[src/rtl/bootrom_pkg.sv]
// bootrom_pkg: constants and response type for the boot pROM reader; BOOTROM_OREG_EN selects the registered-output pROM
package bootrom_pkg;
  localparam logic [31:0] BOOTROM_BASE = 32'h0000_0000;
  localparam int BOOTROM_WORDS = 1024;
  localparam int BOOTROM_DATA_W = 32;
`ifdef BOOTROM_OREG_EN
  localparam int ROM_LAT = 2;
`else
  localparam int ROM_LAT = 1;
`endif
  typedef struct packed {
    logic err;
    logic [BOOTROM_DATA_W-1:0] data;
  } rsp_t;
endpackage

[src/rtl/bootrom_rsp_fifo.sv]
// bootrom_rsp_fifo: in-order response buffer with occupancy count
module bootrom_rsp_fifo
  import bootrom_pkg::*;
#(
  parameter int DEPTH = 3,
  localparam int CW = $clog2(DEPTH + 1),
  localparam int PW = (DEPTH > 1) ? $clog2(DEPTH) : 1
) (
  input  logic          clk,
  input  logic          rst,
  input  logic          push_i,
  input  rsp_t          wdata_i,
  input  logic          pop_i,
  output rsp_t          rdata_o,
  output logic          empty_o,
  output logic [CW-1:0] count_o
);
  rsp_t mem_q [DEPTH];
  logic [PW-1:0] wr_q, rd_q;
  logic [CW-1:0] cnt_q;
  function automatic logic [PW-1:0] inc(input logic [PW-1:0] p);
    return (p == PW'(DEPTH - 1)) ? '0 : p + 1'b1;
  endfunction
  always_ff @(posedge clk or posedge rst) begin
    if (rst) begin
      wr_q <= '0;
      rd_q <= '0;
      cnt_q <= '0;
    end else begin
      if (push_i) wr_q <= inc(wr_q);
      if (pop_i) rd_q <= inc(rd_q);
      cnt_q <= cnt_q + CW'(push_i) - CW'(pop_i);
    end
  end
  // storage needs no reset: the top masks the head whenever the buffer is empty
  always_ff @(posedge clk) begin
    if (push_i) mem_q[wr_q] <= wdata_i;
  end
  assign rdata_o = mem_q[rd_q];
  assign empty_o = (cnt_q == '0);
  assign count_o = cnt_q;
endmodule

[src/rtl/bootrom_fetch_port.sv]
// bootrom_fetch_port: valid/ready word reader for the 1024x32 boot pROM with in-order buffered responses
// BOOTROM_OREG_EN selects the registered-output pROM (two-cycle ROM latency)
module bootrom_fetch_port
  import bootrom_pkg::*;
#(
  parameter logic [31:0] BASE_ADDR = BOOTROM_BASE,
  parameter int ADDR_W = 10,
  parameter int DATA_W = BOOTROM_DATA_W,
  parameter int RSP_DEPTH = 3
) (
  input  logic              clk,
  input  logic              reset,
  input  logic              req_valid,
  output logic              req_ready,
  input  logic [31:0]       req_addr,
  output logic              rsp_valid,
  input  logic              rsp_ready,
  output logic [DATA_W-1:0] rsp_data,
  output logic              rsp_err,
  output logic              rom_ce,
  output logic              rom_oce,
  output logic              rom_reset,
  output logic [ADDR_W-1:0] rom_ad,
  input  logic [DATA_W-1:0] rom_dout
);
  localparam int CW = $clog2(RSP_DEPTH + 1);
  localparam int KW = $clog2(RSP_DEPTH + ROM_LAT + 1);
`ifdef BOOTROM_OREG_EN
  if (RSP_DEPTH < 3) $error("RSP_DEPTH must be >= 3 with the registered-output pROM");
`endif
  if (DATA_W != BOOTROM_DATA_W) $error("DATA_W must match BOOTROM_DATA_W");
  logic run_q, hit, accept, pop, push, empty;
  logic [ROM_LAT-1:0] vld_q, err_q;
  logic [KW-1:0] credits;
  logic [CW-1:0] count;
  rsp_t head, last_q, wr_rsp;
  assign hit = (req_addr[31:ADDR_W+2] == BASE_ADDR[31:ADDR_W+2]) && (req_addr[1:0] == 2'b00);
  always_comb begin
    credits = KW'(count);
    for (int i = 0; i < ROM_LAT; i++) credits = credits + KW'(vld_q[i]);
  end
  assign pop = !empty && rsp_ready;
  // every in-flight word already owns a buffer slot, so pipe exit never overflows
  assign req_ready = run_q && (credits < KW'(RSP_DEPTH) || (credits == KW'(RSP_DEPTH) && pop));
  assign accept = req_valid && req_ready;
  assign rom_ce = accept && hit;
  assign rom_ad = rom_ce ? req_addr[ADDR_W+1:2] : '0;
  assign rom_oce = 1'b1;
  assign rom_reset = reset;
  assign push = vld_q[ROM_LAT-1];
  assign wr_rsp = {err_q[ROM_LAT-1], err_q[ROM_LAT-1] ? DATA_W'(0) : rom_dout};
  always_ff @(posedge clk or posedge reset) begin
    if (reset) begin
      run_q <= 1'b0;
      vld_q <= '0;
      err_q <= '0;
      last_q <= '0;
    end else begin
      run_q <= 1'b1;
      vld_q <= ROM_LAT'({vld_q, accept});
      err_q <= ROM_LAT'({err_q, !hit});
      if (pop) last_q <= head;
    end
  end
  bootrom_rsp_fifo #(.DEPTH(RSP_DEPTH)) u_fifo (
    .clk(clk),
    .rst(reset),
    .push_i(push),
    .wdata_i(wr_rsp),
    .pop_i(pop),
    .rdata_o(head),
    .empty_o(empty),
    .count_o(count)
  );
  assign rsp_valid = !empty;
  assign rsp_data = empty ? last_q.data : head.data;
  assign rsp_err = empty ? last_q.err : head.err;
endmodule
[config.mk]
export PLATFORM = sky130hd
export DESIGN_NAME = bootrom_fetch_port
export DESIGN_NICKNAME = d
export VERILOG_FILES = /design/src/rtl/bootrom_pkg.sv /design/src/rtl/bootrom_rsp_fifo.sv /design/src/rtl/bootrom_fetch_port.sv
export SDC_FILE = /design/constraint.sdc
export NUM_CORES = 1
export LEC_CHECK = 0
export CORE_AREA = 3 3 108 110
export CTS_CLUSTER_DIAMETER = 50
export CTS_CLUSTER_SIZE = 14
export DETAILED_ROUTE_END_ITERATION = 16
export DIE_AREA = 0 0 111 113
export PLACE_DENSITY = 0.9
export RECOVER_POWER = 100
export SKIP_LAST_GASP = 1
export SYNTH_ARGS = -nofsm -noshare
export SYNTH_HDL_FRONTEND = slang
export SYNTH_SLANG_ARGS = --single-unit
export TNS_END_PERCENT = 100
[constraint.sdc]
create_clock -name clk -period 5.1 [get_ports clk]
set_input_delay 0.765 -clock clk [delete_from_list [all_inputs] [get_ports clk]]
set_output_delay 0.765 -clock clk [all_outputs]
set_load 0.05 [all_outputs]
After elaboration in Yosys (flattened, before gate mapping)
Memories as Yosys holds them, arrays and structs flattened.
Cells that the tools add are included.

storage, ports and cells
  logic and storage cells = 38
  register bits = 42
  RAM bits = 99
  output and inout bits = 48
  input port bits = 68
  memories = 1

memory list
  name          depth  width  rd ports  clocked after memory_dff  write ports  line                    source
  u_fifo.mem_q  3      33     1         0                         1            bootrom_rsp_fifo.sv:18  rsp_t mem_q [DEPTH];

operators by class
  mux-type cells = 8
  equality and inequality tests = 3
  order comparisons = 1
  reductions and logical operators = 12
  $add $sub $neg = 5

operators with widths
  operator                                                    number
  two-way mux 32 bit                                          2
  zero test 20 bit                                            1
  two-way mux 10 bit                                          1
  logical AND 1 bit                                           6
  adder 2 x 1 -> 2 bit, second input constant                 2
  equality test 2 bit, second input constant                  2
  zero test 2 bit                                             2
  two-way mux 2 bit                                           2
  adder 2 x 1 -> 3 bit                                        1
  equality test 3 x 2 -> 1 bit, second input constant         1
  less-than comparator 3 x 2 -> 1 bit, second input constant  1
  two-way mux 1 bit                                           3
  adder 2 x 1 -> 2 bit                                        1
  zero test 1 bit                                             2
  subtractor 2 x 1 -> 2 bit                                   1
  logical OR 1 bit                                            1

Logic depth before layout (Yosys ltp)
Gate-level depths: netlist of the first run.

  depth after elaboration = 9
  gate-level depth with buffers = 8
  gate-level depth less buffers = 7

Modules after synthesis
Synthesis of the first run repeated with hierarchy kept, for this count alone.

second synthesis, totals
  cells, all modules = 428
  area, all modules = 6216.0 µm²

by module, submodules not included
  module              instances  seq. area each (µm²)  cells each  area each (µm²)
  bootrom_rsp_fifo    1          3123.0                235         3981.3
  bootrom_fetch_port  1          900.9                 193         2234.6

Worst setup path after synthesis of the first run
OpenSTA, ideal clock, no wires.

  path type = in2out
  start = input req_addr[28]
  end = output rom_ad[0]
  setup slack = 1415 ps
  data arrival time = 2920 ps
  stages = 4
  path through = nor4_1 > nand4_1 > buf_1 > nor4_1

on the way
  longest elaborated chain between the ends = 4

RTL lines
  element             line                      source
  from (decl)         bootrom_fetch_port.sv:15  input logic [31:0] req_addr,
  zero test 20 bit    bootrom_fetch_port.sv:37  assign hit = (req_addr[31:ADDR_W+2] == BASE_ADDR[31:ADDR_W+2]) && (req_addr[1:0] == 2'b00);
  logical AND 1 bit   bootrom_fetch_port.sv:37
  logical AND 1 bit   bootrom_fetch_port.sv:46  assign rom_ce = accept && hit;
  two-way mux 10 bit  bootrom_fetch_port.sv:47  assign rom_ad = rom_ce ? req_addr[ADDR_W+1:2] : '0;
  to (decl)           bootrom_fetch_port.sv:23  output logic [ADDR_W-1:0] rom_ad,

Every way passes these cells.

Worst setup path after layout of the first run
  start = register u_fifo.rd_q[0]
  end = output rsp_err

on the way
  longest elaborated chain between the ends = 2

RTL lines
  element                   line                      source
  from (decl)               bootrom_rsp_fifo.sv:19    logic [PW-1:0] wr_q, rd_q;
  from (signal assigned)    bootrom_rsp_fifo.sv:31    if (pop_i) rd_q <= inc(rd_q);
  memory read (3 x 33 bit)  n/a
  two-way mux 1 bit         bootrom_fetch_port.sv:77  assign rsp_err = empty ? last_q.err : head.err;
  to (decl)                 bootrom_fetch_port.sv:19  output logic rsp_err,

Every way passes these cells.

==> results of run 1 <==
==> sequential cells by signal, summed over array words and instances, names as in the netlist <==
register        cells
last_q             33
u_fifo.mem_q       99
err_q               1
u_fifo.rd_q         2
run_q               1
push                1
u_fifo.count_o      2
u_fifo.wr_q         2
==> cells in the final DEF (no fill, tap or decap), types with 2 or more instances in the layout <==
| cell type | Yosys | final |
|---|---|---|
| edfxtp_1 | 99 | 99 |
| o21ai_0 | 68 | 69 |
| nand2_1 | 69 | 69 |
| clkdlybuf4s50_1 | 0 | 65 |
| dlygate4sd3_1 | 0 | 49 |
| dfrtp_1 | 42 | 42 |
| mux2i_1 | 33 | 33 |
| mux2_2 | 33 | 32 |
| nor2b_1 | 32 | 32 |
| inv_1 | 19 | 19 |
| clkbuf_16 | 0 | 16 |
| nor4_2 | 8 | 8 |
| nor4_1 | 7 | 7 |
| clkinv_2 | 0 | 5 |
| ha_1 | 4 | 4 |
| nor2_1 | 4 | 3 |
| clkinvlp_4 | 0 | 3 |
| bufinv_16 | 0 | 3 |
| nand2b_1 | 2 | 2 |
| a21o_1 | 2 | 2 |
| xnor2_1 | 2 | 2 |
| conb_1 | 1 | 2 |
| clkbuf_1 | 18 | 2 |
| buf_4 | 3 | 2 |
==> path summary, 6_finish.rpt <==
path / from / endpoint / slack (ns) / cells past startpoint
setup reg to reg: u_fifo.wr_q[1] / u_fifo.mem_q[0][9] / 1.75 / 2
hold / removal: last_q[0] / last_q[0] / 0.48 / 2
setup / recovery: u_fifo.rd_q[0] / rsp_err / 0.77 / 4
min in group asynchronous: reset / last_q[17] / 1.30 / 2
max in group asynchronous: reset / last_q[21] / 2.73 / 2
hold reg to reg: last_q[0] / last_q[0] / 0.48 / 2
==> worst max-delay path, stage by stage, from the launching register on <==
cell           delay (ns)
dfrtp_1              1.43
mux2_2               0.36
mux2i_1              0.09
o21ai_0              0.26
dlygate4sd3_1        0.91
==> per-stage QoR <==
step	setup WS (ns)	util	hold WS [ns]	cells	instance area (um^2)
after global routing	0.534	0.725	0.497	723	7820
after floorplan	1.42	-	0.450	464	6040
after CTS	0.968	0.728	0.483	723	7860
after detailed placement	1.01	0.675	0.470	692	7290
after global placement	1.13	0.675	0.462	692	7290
final	0.770	0.725	0.480	723	7820
==> cell families after synthesis <==
logic type	synth area share
compound gates	0.0630
other cells	0.000621
simple gates	0.109
flops	0.666
xor+xnor	0.00290
fa+ha+maj	0.00829
mux	0.116
buf+inv	0.0338
==> cell type report <==
type / instances / area [um^2] / share of cell area
flip-flops and latches: 141 / 4020 / 0.514
inverters: 20 / 75.1 / 0.00960
well taps: 140 / 175 / 0.0224
clock buffers: 18 / 418 / 0.0534
multi-input cells: 274 / 1820 / 0.233
repair buffers: 117 / 1160 / 0.148
clock inverters: 13 / 150 / 0.0192
==> layer usage <==
| layer | global-route usage | vias up | wire [um] |
|---|---|---|---|
| li1 | - | 1853 | - |
| met1 | 0.238 | 1872 | 4840 |
| met2 | 0.378 | 157 | 6670 |
| met3 | 0.0545 | 21 | 781 |
| met4 | 0.0805 | 0 | 211 |
| met5 | 0 | - | 0 |
==> report_power, final <==
part           leakage (uW)  total, uW  internal, uW  switching, uW
clock              0.000274       1170           735            435
combinational       0.00136       1940           641           1300
sequential          0.00143       1640          1480            168
==> results_dict.tcl, run 1 <==
set metrics [dict create \
    status "complete, but fails checks" \
    violations "capacitance limit, slew limit" \
    synthesis.area_um2 6040 \
    total_power_uw 4750 \
    yosys_warnings 0 \
    grt_overflow 0 \
    h-tree-depth 4 \
    peakVddDrop_mv 0.391 \
    fp.dieH_um 113 \
    cp.required_ns 4.34 \
    slew_violations 220 \
    crit_path_end_kind "output pin" \
    fmax_ghz 0.231 \
    rsz0062_at_grt "false" \
    wire_per_inst_um 17.3 \
    yosysMostFrequentCell "edfxtp_1" \
    synth_common_cells "edfxtp_1, nand2_1, o21ai_0, dfrtp_1" \
    path_class "flip-flop to output pin" \
    slew_headroom -1.10 \
    fillCellCount 706 \
    numCtsBuffers 17 \
    root_buffer "clkbuf_8" \
    vias 3903 \
    grt_pass1_vias 4231 \
    leakage_uw 0.00306 \
    ctsHoldBuffers 0 \
    grt_pass1_wl_um 20300 \
    place.gp.congestion 0.709 \
    area_growth_pct 29.5 \
    firstDrtPassIters 4 \
    numClockSinks 141 \
    die_w_um 111 \
    drc_errors 0 \
    fin_crit_sh 0.849 \
    io_pins 116 \
    dr.first_iter.drc_count 239 \
    hold_viol 0 \
    rows 38 \
    antenna_cells 0 \
    synth_ff_type "edfxtp_1" \
    synth_edf_count 99 \
    final_nets 643 \
    cts_tree "done" \
    fin_tns_setup_ns 0 \
    synthCells 463 \
    power.density_nw_per_um2 608 \
    antenna_left 0 \
    synthTopCellsByArea "edfxtp_1, dfrtp_1, mux2_2, o21ai_0, mux2i_1" \
    numPortBuffers 114 \
    post-cts-setup-buffers 0 \
    postSynthAreaPerCell_um2 13.0 \
    finalClockSkew_ns 0.00779 \
    worst_pin_slew_ns 3.14 \
    core_area_um2 10800 \
    synth_seq_cells 141 \
    insertion_delay_ns 0.50 \
    clk_pin_slew_ns 0.06 \
    setup_violations 0 \
    drive_gt1_frac 0.127 \
    hpwl_um 7480 \
    antenna_found_initial 0 \
    clockBufferDepth 2 \
    start_kind "flip-flop" \
    hold_class "flip-flop to flip-flop" \
    period_needed_ns 4.33 \
    viasPerCell 5.40 \
    grt_use_total 0.209 \
    fp.dieArea_um2 12500 \
    synth_seq_area_share 0.666 \
    maxCapViolCount 6 \
    grt_max_degree 70 \
    synth_cell_types 29 \
    initial_utilization 0.560 \
    routed_wl_um 12500 \
    arrival_ns 3.56 \
    yosysTopAreaCell "edfxtp_1" \
    crit_path_max_fanout 36 \
    async_reset_ff_frac 0.298 \
    synth.top_cell.area_share 0.492 \
    cts_resized 0 \
]
Power figures use the tool's default switching activity.
==> inputs of run 2 (changes only) <==
--- a/config.mk
+++ b/config.mk
@@ -5,12 +5,12 @@
 export SDC_FILE = /design/constraint.sdc
 export NUM_CORES = 1
 export LEC_CHECK = 0
-export CORE_AREA = 3 3 108 110
+export CORE_AREA = 3 3 112 114
 export CTS_CLUSTER_DIAMETER = 50
 export CTS_CLUSTER_SIZE = 14
 export DETAILED_ROUTE_END_ITERATION = 16
-export DIE_AREA = 0 0 111 113
-export PLACE_DENSITY = 0.9
+export DIE_AREA = 0 0 115 117
+export PLACE_DENSITY = 0.85
 export RECOVER_POWER = 100
 export SKIP_LAST_GASP = 1
 export SYNTH_ARGS = -nofsm -noshare
==> constraint.sdc (replaced) <==
create_clock -name clk -period 4.51 [get_ports clk]
set_input_delay 0.6765 -clock clk [delete_from_list [all_inputs] [get_ports clk]]
set_output_delay 0.6765 -clock clk [all_outputs]
set_load 0.05 [all_outputs]
==> results_dict.tcl, run 2 (same netlist as run 1, synthesis figures left out) <==
set metrics [dict create \
    io_pins 116 \
    antenna_cells 0 \
    fmax_ghz 0.250 \
    fin_tns_setup_ns 0 \
    reg2reg_from "u_fifo.wr_q[1]" \
    post-cts-setup-buffers 0 \
    ctsHoldBuffers 0 \
    hpwl_um 7690 \
    grt_max_degree 70 \
    antenna_left 0 \
    vias 3871 \
    fillCellCount 802 \
    initial_utilization 0.525 \
    drc_errors 0 \
    rr_endpoint "u_fifo.mem_q[0][11]" \
    hold_class "flip-flop to flip-flop" \
    final_nets 645 \
    power.share.switching 0.394 \
    core_area_um2 11500 \
    numClockSinks 141 \
    arrival_ns 3.32 \
    die_w_um 115 \
    cts_tree "done" \
    viasPerCell 5.32 \
    peakVddDrop_mv 0.315 \
    power_frac_clock 0.262 \
    firstDrtPassIters 5 \
    fin_crit_sh 0.886 \
    numPortBuffers 114 \
    grt_pass1_wl_um 20000 \
    clockBufferDepth 2 \
    rr_worst_depth 2 \
    hold_ws_ns 0.480 \
    grt_pass1_vias 4144 \
    h-tree-depth 4 \
    start_kind "primary input" \
    grt_overflow 0 \
    numCtsBuffers 17 \
    comb_power_share 0.404 \
    status "complete, but fails checks" \
    hold_viol 0 \
    top_register "u_fifo.mem_q" \
    wire_per_inst_um 17.1 \
    period_needed_ns 4.00 \
    reg2reg_setup_slack_ns 1.14 \
    violations "capacitance limit, slew limit" \
    dr.first_iter.drc_count 182 \
    final_common_cell "edfxtp_1" \
    crit_path_end_kind "output pin" \
    whs_endpoint "last_q[1]" \
    cp.required_ns 3.83 \
    fp.dieArea_um2 13500 \
    place.gp.congestion 0.718 \
    seqPwrFrac 0.334 \
    root_buffer "clkbuf_16" \
    routed_wl_um 12500 \
    area_growth_pct 30.5 \
    final_cell_mix "edfxtp_1, o21ai_0, nand2_1" \
    total_power_uw 5490 \
    slew_violations 183 \
    multi_input_area_um2 1820 \
    slew_headroom -1.12 \
    fp.dieH_um 117 \
    largest_reg_flops 99 \
    p_int_uw 3320 \
    drive_gt1_frac 0.132 \
    grt_use_total 0.197 \
    rsz0062_at_grt "false" \
    leakage_uw 0.00309 \
    maxCapViolCount 5 \
    cts_resized 0 \
    clk_pin_slew_ns 0.06 \
    power.density_nw_per_um2 696 \
    hp-start "last_q[1]" \
    rows 39 \
    register_area_um2 4020 \
    antenna_found_initial 0 \
    crit_path_max_fanout 12 \
    worst_pin_slew_ns 3.17 \
    insertion_delay_ns 0.41 \
    p_sw_uw 2160 \
    reg_top3 "u_fifo.mem_q x99, last_q x33" \
    finalClockSkew_ns 0.00754 \
    setup_violations 0 \
    crit_start "req_addr[28]" \
    hold_depth 2 \
    path_class "primary input to output pin" \
]
## run 2: how the worst max path moves through the flow
stage	cells after the start	slack [ns]	to
2_1_floorplan	4	1.00	rom_ad[0]
4_1_cts	6	0.62	rom_ad[4]
5_1_grt	5	0.29	rsp_data[18]
3_3_place_gp	5	0.74	rom_ad[9]
3_5_place_dp	5	0.66	rom_ad[4]
6_report	5	0.51	rom_ad[4]
## run 2: routing by layer
| layer | share of wire | track usage | vias to the layer above |
|---|---|---|---|
| li1 | - | - | 1856 |
| met1 | 0.39 | 0.220 | 1850 |
| met2 | 0.52 | 0.346 | 145 |
| met3 | 0.074 | 0.0679 | 20 |
| met4 | 0.015 | 0.0798 | 0 |
| met5 | 0 | 0 | - |
## run 2: power by group through the flow
stage | registers (uW) | logic, uW | clock network, uW
after floorplan | 1770 | 1650 | 0
after global placement | 1830 | 2280 | 0
after detailed placement | 1860 | 2330 | 0
after CTS | 1840 | 2340 | 1460
after global routing | 1870 | 2390 | 1510
final | 1830 | 2220 | 1440
## run 2: critical path, stage by stage
cell and delay, ns:
dlygate4sd3_1 0.55, nor4_1 0.27, nand4_1 0.55, nor4_2 0.35, dlygate4sd3_1 0.93
## run 2: area by class of cell
class | instances | share of cell area
Tap cell | 143 | 0.0227
Timing Repair Buffer | 119 | 0.149
Multi-Input combinational cell | 274 | 0.231
Inverter | 20 | 0.00952
Sequential cell | 141 | 0.510
Clock inverter | 12 | 0.0216
Clock buffer | 19 | 0.0562
## run 2: through the flow
stage	setup WS, ns	std cells	util	area (um^2)
after floorplan	1.00	464	-	6040
after global placement	0.744	697	0.634	7310
after detailed placement	0.658	697	0.634	7310
after CTS	0.615	728	0.688	7920
after global routing	0.288	728	0.685	7880
final	0.512	728	0.685	7880
